===== config.mk =====
export PLATFORM = sky130hd
export DESIGN_NAME = trap_ctrl
export DESIGN_NICKNAME = d
export VERILOG_FILES = /design/src/rtl/trap_ctrl.sv
export SDC_FILE = /design/constraint.sdc
export NUM_CORES = 1
export LEC_CHECK = 0
export BUFFER_PORTS_ARGS = -buffer_cell sky130_fd_sc_hd__buf_2
export CAP_MARGIN = 30
export CORE_AREA = 2 2 199 201
export DETAILED_ROUTE_END_ITERATION = 12
export DIE_AREA = 0 0 201 203
export PLACE_DENSITY = 0.58
export SLEW_MARGIN = 20
export SYNTH_ARGS = -nofsm -noshare
export SYNTH_HDL_FRONTEND = slang
export SYNTH_SLANG_ARGS = --single-unit

===== constraint.sdc =====
create_clock -name clk -period 3.7 [get_ports clk]
set_input_delay 1.11 -clock clk [delete_from_list [all_inputs] [get_ports clk]]
set_output_delay 1.11 -clock clk [all_outputs]
set_load 0.05 [all_outputs]

===== src/rtl/trap_ctrl.sv =====
// Machine-mode trap controller: turns M-stage exceptions, mret and
// synchronized interrupts into a one-cycle CSR trap-write strobe followed by
// a one-cycle fetch redirect, killing the offending instruction at take.
module trap_ctrl #(
  parameter int SYNC_STAGES = 2
) (
  input  logic        clk,
  input  logic        reset_n,
  input  logic        valid_sm,
  input  logic [31:0] pc_sm,
  input  logic [31:0] instr_sm,
  input  logic        instr_misalign_sm,
  input  logic        illegal_sm,
  input  logic        ebreak_sm,
  input  logic        ecall_sm,
  input  logic        load_misalign_sm,
  input  logic        store_misalign_sm,
  input  logic        mret_sm,
  input  logic [31:0] bad_addr_sm,
  input  logic        ext_irq,
  input  logic        timer_irq,
  input  logic        CSR_ENABLE_SM,
  input  logic [11:0] CSR_WADR_SM,
  input  logic [31:0] CSR_WDATA_SM,
  input  logic [31:0] MSTATUS_RC,
  input  logic [31:0] MTVEC_VALUE_RC,
  input  logic [31:0] MIE_VALUE_RC,
  input  logic [31:0] MEPC_SC,
  input  logic [31:0] MCAUSE_SC,
  output logic        EXCEPTION_SM,
  output logic [31:0] MSTATUS_WDATA_SM,
  output logic [31:0] MIP_WDATA_SM,
  output logic [31:0] MEPC_WDATA_SM,
  output logic [31:0] MCAUSE_WDATA_SM,
  output logic [31:0] MTVAL_WDATA_SM,
  output logic        kill_sm,
  output logic        flush_sm,
  output logic        stall_sm,
  output logic        redirect_valid,
  output logic [31:0] redirect_pc
);

  typedef enum logic [1:0] {IDLE, COMMIT, REDIRECT} state_t;

  // Decoded trap request for the current M-stage instruction.
  typedef struct packed {
    logic        intr;
    logic        mret;
    logic [31:0] cause;
    logic [31:0] tval;
  } trap_t;

  localparam logic [11:0] MTVAL_ADR = 12'h343;

  state_t      state, state_nx;
  trap_t       dec;
  logic [SYNC_STAGES-1:0] meip_q, mtip_q;
  logic        meip_s, mtip_s;
  logic        irq_e, irq_t, irq_ok, exc_any, take;
  logic [31:0] mtval_shadow;
  logic [31:0] mstatus_trap, mstatus_mret;
  logic [31:0] vec_base, rpc_nx;
  logic        exc_o, flush_o, redir_o;
  logic        unused_ok;

  assign unused_ok = ^{MIE_VALUE_RC[31:12], MIE_VALUE_RC[10:8], MIE_VALUE_RC[6:0],
                       dec.cause[31:30]};

  // Interrupt line synchronizers; the last stage is the usable level.
  always_ff @(posedge clk) begin
    if (!reset_n) begin
      meip_q <= '0;
      mtip_q <= '0;
    end else begin
      meip_q <= {meip_q[SYNC_STAGES-2:0], ext_irq};
      mtip_q <= {mtip_q[SYNC_STAGES-2:0], timer_irq};
    end
  end

  assign meip_s = meip_q[SYNC_STAGES-1];
  assign mtip_s = mtip_q[SYNC_STAGES-1];

  assign irq_e   = MSTATUS_RC[3] & meip_s & MIE_VALUE_RC[11];
  assign irq_t   = MSTATUS_RC[3] & mtip_s & MIE_VALUE_RC[7];
  assign irq_ok  = irq_e | irq_t;
  assign exc_any = instr_misalign_sm | illegal_sm | ebreak_sm | ecall_sm |
                   load_misalign_sm | store_misalign_sm;

  // Take only from IDLE; reset forces kill low even if state is stale.
  assign take    = reset_n & (state == IDLE) & valid_sm & (irq_ok | exc_any | mret_sm);
  assign kill_sm = take;

  // Priority decode of cause and trap value; interrupts beat exceptions.
  always_comb begin
    dec = '0;
    if (irq_e) begin
      dec.intr  = 1'b1;
      dec.cause = 32'h8000_000B;
    end else if (irq_t) begin
      dec.intr  = 1'b1;
      dec.cause = 32'h8000_0007;
    end else if (instr_misalign_sm) begin
      dec.cause = 32'd0;
      dec.tval  = bad_addr_sm;
    end else if (illegal_sm) begin
      dec.cause = 32'd2;
      dec.tval  = instr_sm;
    end else if (ebreak_sm) begin
      dec.cause = 32'd3;
      dec.tval  = pc_sm;
    end else if (ecall_sm) begin
      dec.cause = 32'd11;
    end else if (load_misalign_sm) begin
      dec.cause = 32'd4;
      dec.tval  = bad_addr_sm;
    end else if (store_misalign_sm) begin
      dec.cause = 32'd6;
      dec.tval  = bad_addr_sm;
    end else if (mret_sm) begin
      dec.mret  = 1'b1;
    end
  end

  // mstatus images for trap entry (stack MIE into MPIE) and mret (unstack).
  always_comb begin
    mstatus_trap        = MSTATUS_RC;
    mstatus_trap[7]     = MSTATUS_RC[3];
    mstatus_trap[3]     = 1'b0;
    mstatus_trap[12:11] = 2'b11;
    mstatus_mret        = MSTATUS_RC;
    mstatus_mret[3]     = MSTATUS_RC[7];
    mstatus_mret[7]     = 1'b1;
    mstatus_mret[12:11] = 2'b11;
  end

  // Redirect target: mepc for mret, vectored slot for interrupts in mode 1.
  always_comb begin
    vec_base = {MTVEC_VALUE_RC[31:2], 2'b00};
    if (dec.mret)
      rpc_nx = MEPC_SC;
    else if (dec.intr && (MTVEC_VALUE_RC[1:0] == 2'b01))
      rpc_nx = vec_base + {dec.cause[29:0], 2'b00};
    else
      rpc_nx = vec_base;
  end

  // CSR write data and redirect target captured at take, held until next take.
  always_ff @(posedge clk) begin
    if (!reset_n) begin
      MSTATUS_WDATA_SM <= '0;
      MIP_WDATA_SM     <= '0;
      MEPC_WDATA_SM    <= '0;
      MCAUSE_WDATA_SM  <= '0;
      MTVAL_WDATA_SM   <= '0;
      redirect_pc      <= '0;
    end else if (take) begin
      MIP_WDATA_SM <= {20'b0, meip_s, 3'b0, mtip_s, 7'b0};
      redirect_pc  <= rpc_nx;
      if (dec.mret) begin
        MSTATUS_WDATA_SM <= mstatus_mret;
        MEPC_WDATA_SM    <= MEPC_SC;
        MCAUSE_WDATA_SM  <= MCAUSE_SC;
        MTVAL_WDATA_SM   <= mtval_shadow;
      end else begin
        MSTATUS_WDATA_SM <= mstatus_trap;
        MEPC_WDATA_SM    <= pc_sm;
        MCAUSE_WDATA_SM  <= dec.cause;
        MTVAL_WDATA_SM   <= dec.tval;
      end
    end
  end

  // Local copy of mtval so mret can rewrite it; trap writes beat CSR snoop.
  always_ff @(posedge clk) begin
    if (!reset_n)
      mtval_shadow <= '0;
    else if (EXCEPTION_SM)
      mtval_shadow <= MTVAL_WDATA_SM;
    else if (CSR_ENABLE_SM && (CSR_WADR_SM == MTVAL_ADR) && !kill_sm)
      mtval_shadow <= CSR_WDATA_SM;
  end

  // FSM state register.
  always_ff @(posedge clk) begin
    if (!reset_n) state <= IDLE;
    else          state <= state_nx;
  end

  // FSM next state and per-state strobes.
  always_comb begin
    state_nx = state;
    exc_o    = 1'b0;
    flush_o  = 1'b0;
    redir_o  = 1'b0;
    case (state)
      IDLE:     if (take) state_nx = COMMIT;
      COMMIT: begin
        exc_o    = 1'b1;
        flush_o  = 1'b1;
        state_nx = REDIRECT;
      end
      REDIRECT: begin
        redir_o  = 1'b1;
        flush_o  = 1'b1;
        state_nx = IDLE;
      end
      default:  state_nx = IDLE;
    endcase
  end

  // Strobes are masked while reset is asserted, before state has cleared.
  assign EXCEPTION_SM   = exc_o & reset_n;
  assign flush_sm       = flush_o & reset_n;
  assign stall_sm       = flush_o & reset_n;
  assign redirect_valid = redir_o & reset_n;

endmodule


* Word-level counts from Yosys, hierarchy flattened
Cells that the tools add are included.
** Word-level totals
- Output and inout port bits :: 197
- Input port bits :: 313
- Logic and storage cells :: 76
- Register bits :: 200
** Cells by class
- Equal/unequal tests :: 5
- Add/sub/neg operators :: 1
- Bitwise operators :: 18
- Reductions and logical operators :: 7
- Multiplexer cells :: 35
** Operators by type and width (number)
- $mux W32 :: 12
- $mux W36 :: 3
- $mux W35 :: 2
- $add A32 B32 Y32 :: 1
- $mux W1 :: 14
- $eq A12 B10 Y1 const B :: 1
- $and A1 B1 Y1 :: 10
- $mux W8 :: 1
- $or A1 B1 Y1 :: 8
- $eq A2 B1 Y1 const B :: 2
- $mux W4 :: 1
- $pmux W2 S2 :: 1
- $logic_and A1 B1 Y1 :: 3
- $eq A2 B2 Y1 const B :: 1
- $logic_not A2 Y1 :: 1
- $mux W2 :: 1
- $ne A2 B2 Y1 const B :: 1
- $reduce_bool A2 Y1 :: 1
- $reduce_or A2 Y1 :: 1
- $logic_not A1 Y1 :: 1

* Depth between registers and ports, before layout
Gate-level depths: netlist of the first run.
- Word-level depth :: 12
- Mapped depth :: 12
- Gate-level depth less buffers :: 11

* Worst setup path before layout of the first run
Ideal clock, no wire load.
- Path kind :: in2out
- Start :: input port MSTATUS_RC[3]
- End :: output port kill_sm
- Slack :: -60 ps
- Buffers on the path :: 2
- Data required time :: 2590 ps
- Stages on the path :: 6
- Arrival :: 2650 ps
- Path through :: buf_2 inv_1 o2111ai_2 nand2_1 inv_1 clkbuf_1
** On the way
- Longest elaborated chain between the ends :: 6
- Elaborated cells between the ends (all ways) :: 8
- Those cells by class :: bitwise (8)
** RTL lines
- start, declared :: line 25 : input logic [31:0] MSTATUS_RC,
- $and A1 B1 Y1, on equally long branches (2 in series) :: line 83, 84
- $or A1 B1 Y1 * :: line 85 : assign irq_ok = irq_e | irq_t;
- $or A1 B1 Y1 * (2 in series) :: line 90 : assign take = reset_n & (state == IDLE) & valid_sm & (irq_ok | exc_any | mret_sm);
- $and A1 B1 Y1 * :: line 90
- end, declared :: line 36 : output logic kill_sm,
Every way passes the cells marked *; elsewhere a longest branch is shown, timed or not.

* Worst setup path after layout of the first run
- Start :: input port ebreak_sm
- End :: output port kill_sm
** On the way
- Longest elaborated chain between the ends :: 7
** RTL lines
- start, declared :: line 14 : input logic ebreak_sm,
- $or A1 B1 Y1 (3 in series) :: line 86 : assign exc_any = instr_misalign_sm | illegal_sm | ebreak_sm | ecall_sm |
- $or A1 B1 Y1 :: line 87 : load_misalign_sm | store_misalign_sm;
- $or A1 B1 Y1 (2 in series) :: line 90
- $and A1 B1 Y1 :: line 90
Every way passes these cells.

==> results.md, run 1 <==
- Synth top area share: 0.4064
- Largest net degree at the start of global routing: 199
- H-Tree Depth: 4
- Status: complete, no violations
- Placed cells: approximately 2,100
- Worst Path Required: roughly 2600 ps
- Vias after detailed routing: 10,610
- Initial Utilization: 0.2548
- Commonest non-fill, non-tap cell in the layout: buf_2
- CP Capture Type: primary output
- CTS tree: done
- Total GRT Usage: 0.2080
- Slew @ Worst Pin: 980.9 ps
- Primary FF master, synth: dfxtp_1
- Avg Vias per Cell: 5.012
- Seq/Total Area, Yosys: 0.4064
- Die extent in x: between 200 and 250 um
- Final Instance Count excl. Fillers: 2,116
- Tot Pwr: 7.548 mW
- Diodes inserted: 0
- GRT Residual Overflow: 0
- Clock power share: 0.260
- # hold bufs at CTS: 0
- Post CTS Setup Buffer Count: 0
- Final net count: between 1,500 and 2,000
- P_leak: 6.035 nW
- Max-slew violation count: 0
- Synth Cell Area: ~0.01 mm^2
- Final setup fails: 0
- Pre-CTS setup slack: -24.38 ps
- Combinational share of power: 0.370
- Fmax: 278.6 MHz
- Crit path launch type: input pin
- Net Sw Frac: 0.4270
- Final antenna-violating net count: 0
- Flop pwr share: 0.370
- Final hold violations: 0
- Slew margin rel.: 0.3446
- Vias in the first global route: 10,080
- DRT Wirelength: 44,080 um
- Site Rows: 72
- CTS root buf: clkbuf_16
- Cell variety after synth: 60
- Min-Delay Path Class: reg -> reg
- Placer Congestion: 0.8469
- Max_cap viols: 0
- Critical Path Fanout Max: 6
- WL met3: 3589 um
- Leading area contributor after synthesis: dfxtp_1
- Top Metal Used: met5
- Post-CTS Resized: 0
- Starting DRC count in detailed routing: 610
- DRC Markers: 0
- Core area: 0.03847 mm^2
- Setup TNS Final: 0 ps
- Synthesis warning total: 0
- CP Class: in -> out
- Area contributors post-synth: dfxtp_1 41%, a21oi_1 7.5%, mux2i_1 6.7%
- Global-route wire length before repair: roughly 63,000 um
- Syn avg cell area: about 8.3 um^2
- Critical path arrival: 2480 ps
- Number of synthesized flops with an enable pin: 0
- Commonest cells after routing, fill and taps aside: 446 x buf_2, 199 x dfxtp_1, 146 x a21oi_1
- Clock input transition at the sequential cells of the worst setup and hold paths: approximately 70 ps
- Setup WS post-layout: 111.2 ps
- Seq cells post-synth: 199
- Initial antenna violation count: 3
- DR WL/cell: 20.83 um
- Post-detail-place hpwl: 33,360 um
- Clk buf depth: 2
- Layout area overhead: 34.87%
- Final period utilization: 0.9700
- Unrepaired setup endpoints after global routing: false
- Final hold slack: 444.9 ps
- Area occupied by multi-input gates: 0.005235 mm^2
- Die area: 0.04080 mm^2
- IO Pins: 510
- DRT Pass-1 Iters: 5
- Fillers: 4,156
- Fin Clk Skew: 11.88 ps
- M1 wire length: 17,900 um
- Post-synth ARST share: 0
- Power per cell area: around 570 mW/mm^2
- Synthesized instance count: 1,175
- Internal power: around 4.3 mW
- Metal2 WL: 21,110 um
- Layout cells sized above 1: 0.3404
- Clock Sinks: 199
- Sw Pwr: between 3 and 4 mW
- Minimum clock period: 3589 ps
- Register area: roughly 0.0040 mm^2
- IO buf count: 447
- Worst IR drop on VDD: roughly 0.32 mV
- Die H: between 200 and 250 um
- TritonCTS buffer count: 17
- Worst-Skew Late Latency: 470 ps
-- power groups by stage --
stage	Combinational, mW	Sequential [mW]	Clock [mW]
after floorplan	1.07	3.71	0
after global placement	2.76	2.82	0
after detailed placement	2.80	2.83	0
after CTS	2.80	2.79	2.02
after global routing	2.98	2.84	2.09
final	2.79	2.79	1.97
-- critical path, stage by stage --
cell	delay, ps
buf_2	140
buf_4	170
nor4_4	390
o2111ai_2	230
nand2_4	140
inv_2	70
buf_2	220
-- cell families (layout without fill, tap and decap cells) --
group,count (synthesis),after routing,synth area share
adder cells (fa/ha/maj),10,10,0.01353
XOR/XNOR,12,12,0.01072
multiplexers,67,67,0.06854
other,1,30,0.0003825
AO/OA/AOI/OAI,430,430,0.2740
buffers and inverters,153,547,0.07530
AND/OR/NAND/NOR,303,303,0.1511
flip-flops,199,199,0.4064
-- per-stage QoR --
step	util	area, um^2
detailed placement	0.3286	12640
CTS	0.3437	13220
global route	0.3437	13220
global placement	0.3286	12640
finish	0.3437	13220
floorplan	-	9923
-- area by class of cell --
cell class                 count  share of cell area
tap                          518             0.04902
multi-input combinational    852              0.3960
timing repair buffer         498              0.2043
sequential                   199              0.3013
clock inverter                12             0.01155
clock buffer                  18             0.03246
inverter                      19            0.005394
-- routing by layer --
metal,vias up,GRT usage
met5,-,0
met4,6,0.08386
met3,65,0.05923
met2,508,0.3545
met1,4924,0.2459
li1,5103,-
-- Yosys cell counts (9+ instances only) --
cell type,number
and2_1,10
o211ai_1,40
mux2i_1,66
nor3_1,13
dfxtp_1,199
nor4_1,14
nor2_1,52
buf_4,32
clkbuf_1,77
a21oi_1,147
nand3_1,89
o21ai_0,113
xnor2_1,10
o2bb2ai_1,33
buf_2,17
o31ai_1,12
nand2_1,87
inv_1,19
a22oi_1,37
nand4_1,11
ha_1,9
-- final timing paths --
check	from	endpoint	slack (ps)	depth (start not counted)
worst max-delay path	ebreak_sm	kill_sm	110	7
worst min-delay path	mtip_q[0]$_SDFF_PN0_	mtip_q[1]$_SDFF_PN0_	440	1
worst max register to register	mtip_q[1]$_SDFF_PN0_	redirect_pc[24]$_SDFFE_PN0P_	780	11
worst min register to register	mtip_q[0]$_SDFF_PN0_	mtip_q[1]$_SDFF_PN0_	440	1
-- state kept, by name, summed over array words and instances (netlist names) --
signal            cells
MCAUSE_WDATA_SM      32
mtval_shadow         32
MIP_WDATA_SM          2
state                 2
MSTATUS_WDATA_SM     31
redirect_pc          32
MEPC_WDATA_SM        32
mtip_q                2
meip_q                2
MTVAL_WDATA_SM       32
(Power assumes the default switching activity.)
==> run 2: changes to the inputs <==
==> config.mk (replaced) <==
export PLATFORM = sky130hd
export DESIGN_NAME = trap_ctrl
export DESIGN_NICKNAME = d
export VERILOG_FILES = /design/src/rtl/trap_ctrl.sv
export SDC_FILE = /design/constraint.sdc
export NUM_CORES = 1
export LEC_CHECK = 0
export CAP_MARGIN = 30
export CORE_AREA = 2 2 196 198
export DETAILED_ROUTE_END_ITERATION = 12
export DIE_AREA = 0 0 198 200
export DONT_BUFFER_PORTS = 1
export PLACE_DENSITY = 0.47
export SLEW_MARGIN = 20
export SYNTH_ARGS = -nofsm -noshare
export SYNTH_HDL_FRONTEND = slang
export SYNTH_SLANG_ARGS = --single-unit
==> run 2 against run 1 <==
  * Setup slack improved by 370 ps
  * Largest cell class unchanged
  * Global-route usage about the same
  * Highest routed layer is now met4
  * Final cell count fell by 22%
==> results.md, run 2 (synthesis results as in run 1) <==
- Status: complete, no violations
- Worst IR drop on VDD: 0.3187 mV (-1.0%)
- Post-CTS Resized: 0 (unchanged)
- Post-detail-place hpwl: 31,840 um (-4.5%)
- Capture point of the critical path: kill_sm
- CP Capture Type: primary output
- Critical path arrival: 2110 ps (-370 ps)
- Commonest cells after routing, fill and taps aside: 199 x dfxtp_1, 146 x a21oi_1, 113 x o21ai_0
- Minimum clock period: 3220 ps (-368.6 ps)
- Combinational share of power: 0.185 (-0.185)
- Slew margin rel.: 0.3418 (-0.002830)
- Worst setup path start: MIE_VALUE_RC[7]
- Slew @ Worst Pin: 986.0 ps (+5.083 ps)
- Initial Utilization: 0.2621 (+0.007273)
- Initial antenna violation count: 1 (-2)
- Tot Pwr: 6.999 mW (-7.3%)
- Global-route wire length before repair: 58,690 um (-7.1%)
- Final period utilization: 0.8703 (-0.09963)
- Layout area overhead: 9.828%
- Avg Vias per Cell: 5.427 (+8.3%)
- # hold bufs at CTS: 0 (unchanged)
- Fmax: 310.5 MHz (+11%)
- Starting DRC count in detailed routing: 462 (-24%)
- Largest net degree at the start of global routing: 199 (unchanged)
- Worst r2r dst: redirect_pc[16]$_SDFFE_PN0P_
- R2R setup slack: 680 ps (-100 ps)
- Fin Clk Skew: 14.78 ps (+2.905 ps)
- CTS tree: done
- Final hold violations: 0 (unchanged)
- DR WL/cell: 26.21 um (+26%)
- Worst Min Path Start: meip_q[0]$_SDFF_PN0_
- Sw Pwr: 3.069 mW (-4.8%)
- M1 wire length: 16,620 um (-7.1%)
- Reg2Reg Depth: 12 (+1)
- Die extent in x: 198 um (-1.5%)
- DRT Wirelength: 43,070 um (-2.3%)
- Power per cell area: 650.1 mW/mm^2 (+14%)
- Clock Sinks: 199 (unchanged)
- Final hold slack: 441.6 ps (-3.334 ps)
- H-Tree Depth: 4 (unchanged)
- DRT Pass-1 Iters: 5 (unchanged)
- Die H: 200 um (-1.5%)
- Worst-Skew Late Latency: 480 ps (about the same)
- Internal power: 3.930 mW (-9.1%)
- R2R Path Start: mtip_q[1]$_SDFF_PN0_
- Worst Path Required: 2590 ps (about the same)
- Core area: 0.03740 mm^2 (-2.8%)
- Max_cap viols: 0 (unchanged)
- Critical Path Slowest Stage Cell: a22oi_1
- Site Rows: 71 (-1.4%)
- Layout cells sized above 1: 0.06726 (-0.2732)
- CTS root buf: clkbuf_16
- Worst-path cell chain: a22oi_1 > o2111ai_2 > nand2_4 > clkinv_2
- Critical Path Max Stage Delay: 410 ps (+20 ps)
- Crit path launch type: input pin
- Clock power share: 0.273 (+0.013)
- Critical Path Fanout Max: 5 (-1)
- Post CTS Setup Buffer Count: 0 (unchanged)
- Unrepaired setup endpoints after global routing: false
- IO buf count: 0 (-100%)
- Final setup fails: 0 (unchanged)
- Clock input transition at the sequential cells of the worst setup and hold paths: 70 ps (about the same)
- GRT Residual Overflow: 0 (unchanged)
- Top Metal Used: met4
- CP Class: in -> out
- WL met3: 4145 um (+15%)
- Vias after detailed routing: 8,916 (-16%)
- Vias in the first global route: 8,313 (-18%)
- Die area: 0.03960 mm^2 (-2.9%)
- Total GRT Usage: 0.2080 (about the same)
- Net Sw Frac: 0.4385 (+0.01151)
- Final net count: 1,440 (-25%)
- Flop pwr share: 0.542 (+0.172)
- P_leak: 3.931 nW (-35%)
- Max-slew violation count: 0 (unchanged)
- Setup TNS Final: 0 ps (unchanged)
- Metal2 WL: 20,930 um (-0.83%)
- Placer Congestion: 0.8287 (-2.1%)
- TritonCTS buffer count: 17 (unchanged)
- DRC Markers: 0 (unchanged)
- Final antenna-violating net count: 0 (unchanged)
- Commonest non-fill, non-tap cell in the layout: dfxtp_1
- IO Pins: 510 (unchanged)
- Clk buf depth: 2 (unchanged)
- Min-Delay Path Class: reg -> reg
==> run 2: cell count changes in the layout (fill, tap and decap cells not counted) <==
cell,previous run,this run
buf_12,6,4
clkinv_4,2,1
inv_6,2,6
buf_2,446,0
buf_6,1,0
buf_4,45,24
diode_2,0,2
bufinv_16,3,1
inv_8,0,1
inv_2,2,1
clkinv_8,0,1
==> run 2: stage by stage <==
step / cells / area [um^2] / util / setup slack (ps)
4_1_cts: 1641 / 10760 / 0.2877 / 452.5
3_5_place_dp: 1609 / 10190 / 0.2725 / 33.54
6_report: 1643 / 10770 / 0.2879 / 479.8
2_1_floorplan: 1204 / 9923 / - / 8.493
5_1_grt: 1643 / 10770 / 0.2879 / 360.3
3_3_place_gp: 1609 / 10190 / 0.2725 / 43.01
==> run 2: worst min-delay path by stage <==
stage,end,slack [ps],cells after the start
floorplan,meip_q[1]$_SDFF_PN0_,410,1
global placement,mtip_q[1]$_SDFF_PN0_,420,1
CTS,mtip_q[1]$_SDFF_PN0_,440,1
detailed placement,mtip_q[1]$_SDFF_PN0_,420,1
global route,mtip_q[1]$_SDFF_PN0_,480,1
finish,meip_q[1]$_SDFF_PN0_,440,1
==> run 2: layout make-up <==
cell class | count | area [um^2]
Sequential cell | 199 | 3984
Inverter | 19 | 72.57
Multi-Input combinational cell | 852 | 5235
Antenna cell | 2 | 5.005
Tap cell | 511 | 639.4
Fill cell | 4011 | 26630
Clock inverter | 14 | 141.4
Timing Repair Buffer | 28 | 260.3
Clock buffer | 18 | 429.2
==> run 2: worst max-delay path: cells and delay by family <==
family | cells | cell delay (ps)
buf+inv | 1 | 220
compound gates | 2 | 620
simple gates | 1 | 140
==> run 2: metal layers <==
layer	GRT usage	vias to the layer above
met2	0.3547	450
met5	0	-
li1	-	4153
met1	0.2368	4262
met4	0.08410	0
met3	0.07544	51
==> run 2: power groups by stage <==
stage | combinational, mW | sequential [mW] | clock [mW]
2_1_floorplan | 1.07 | 3.71 | 0
3_3_place_gp | 1.26 | 3.84 | 0
3_5_place_dp | 1.30 | 3.84 | 0
4_1_cts | 1.30 | 3.79 | 1.97
5_1_grt | 1.44 | 3.84 | 2.04
6_report | 1.29 | 3.79 | 1.91
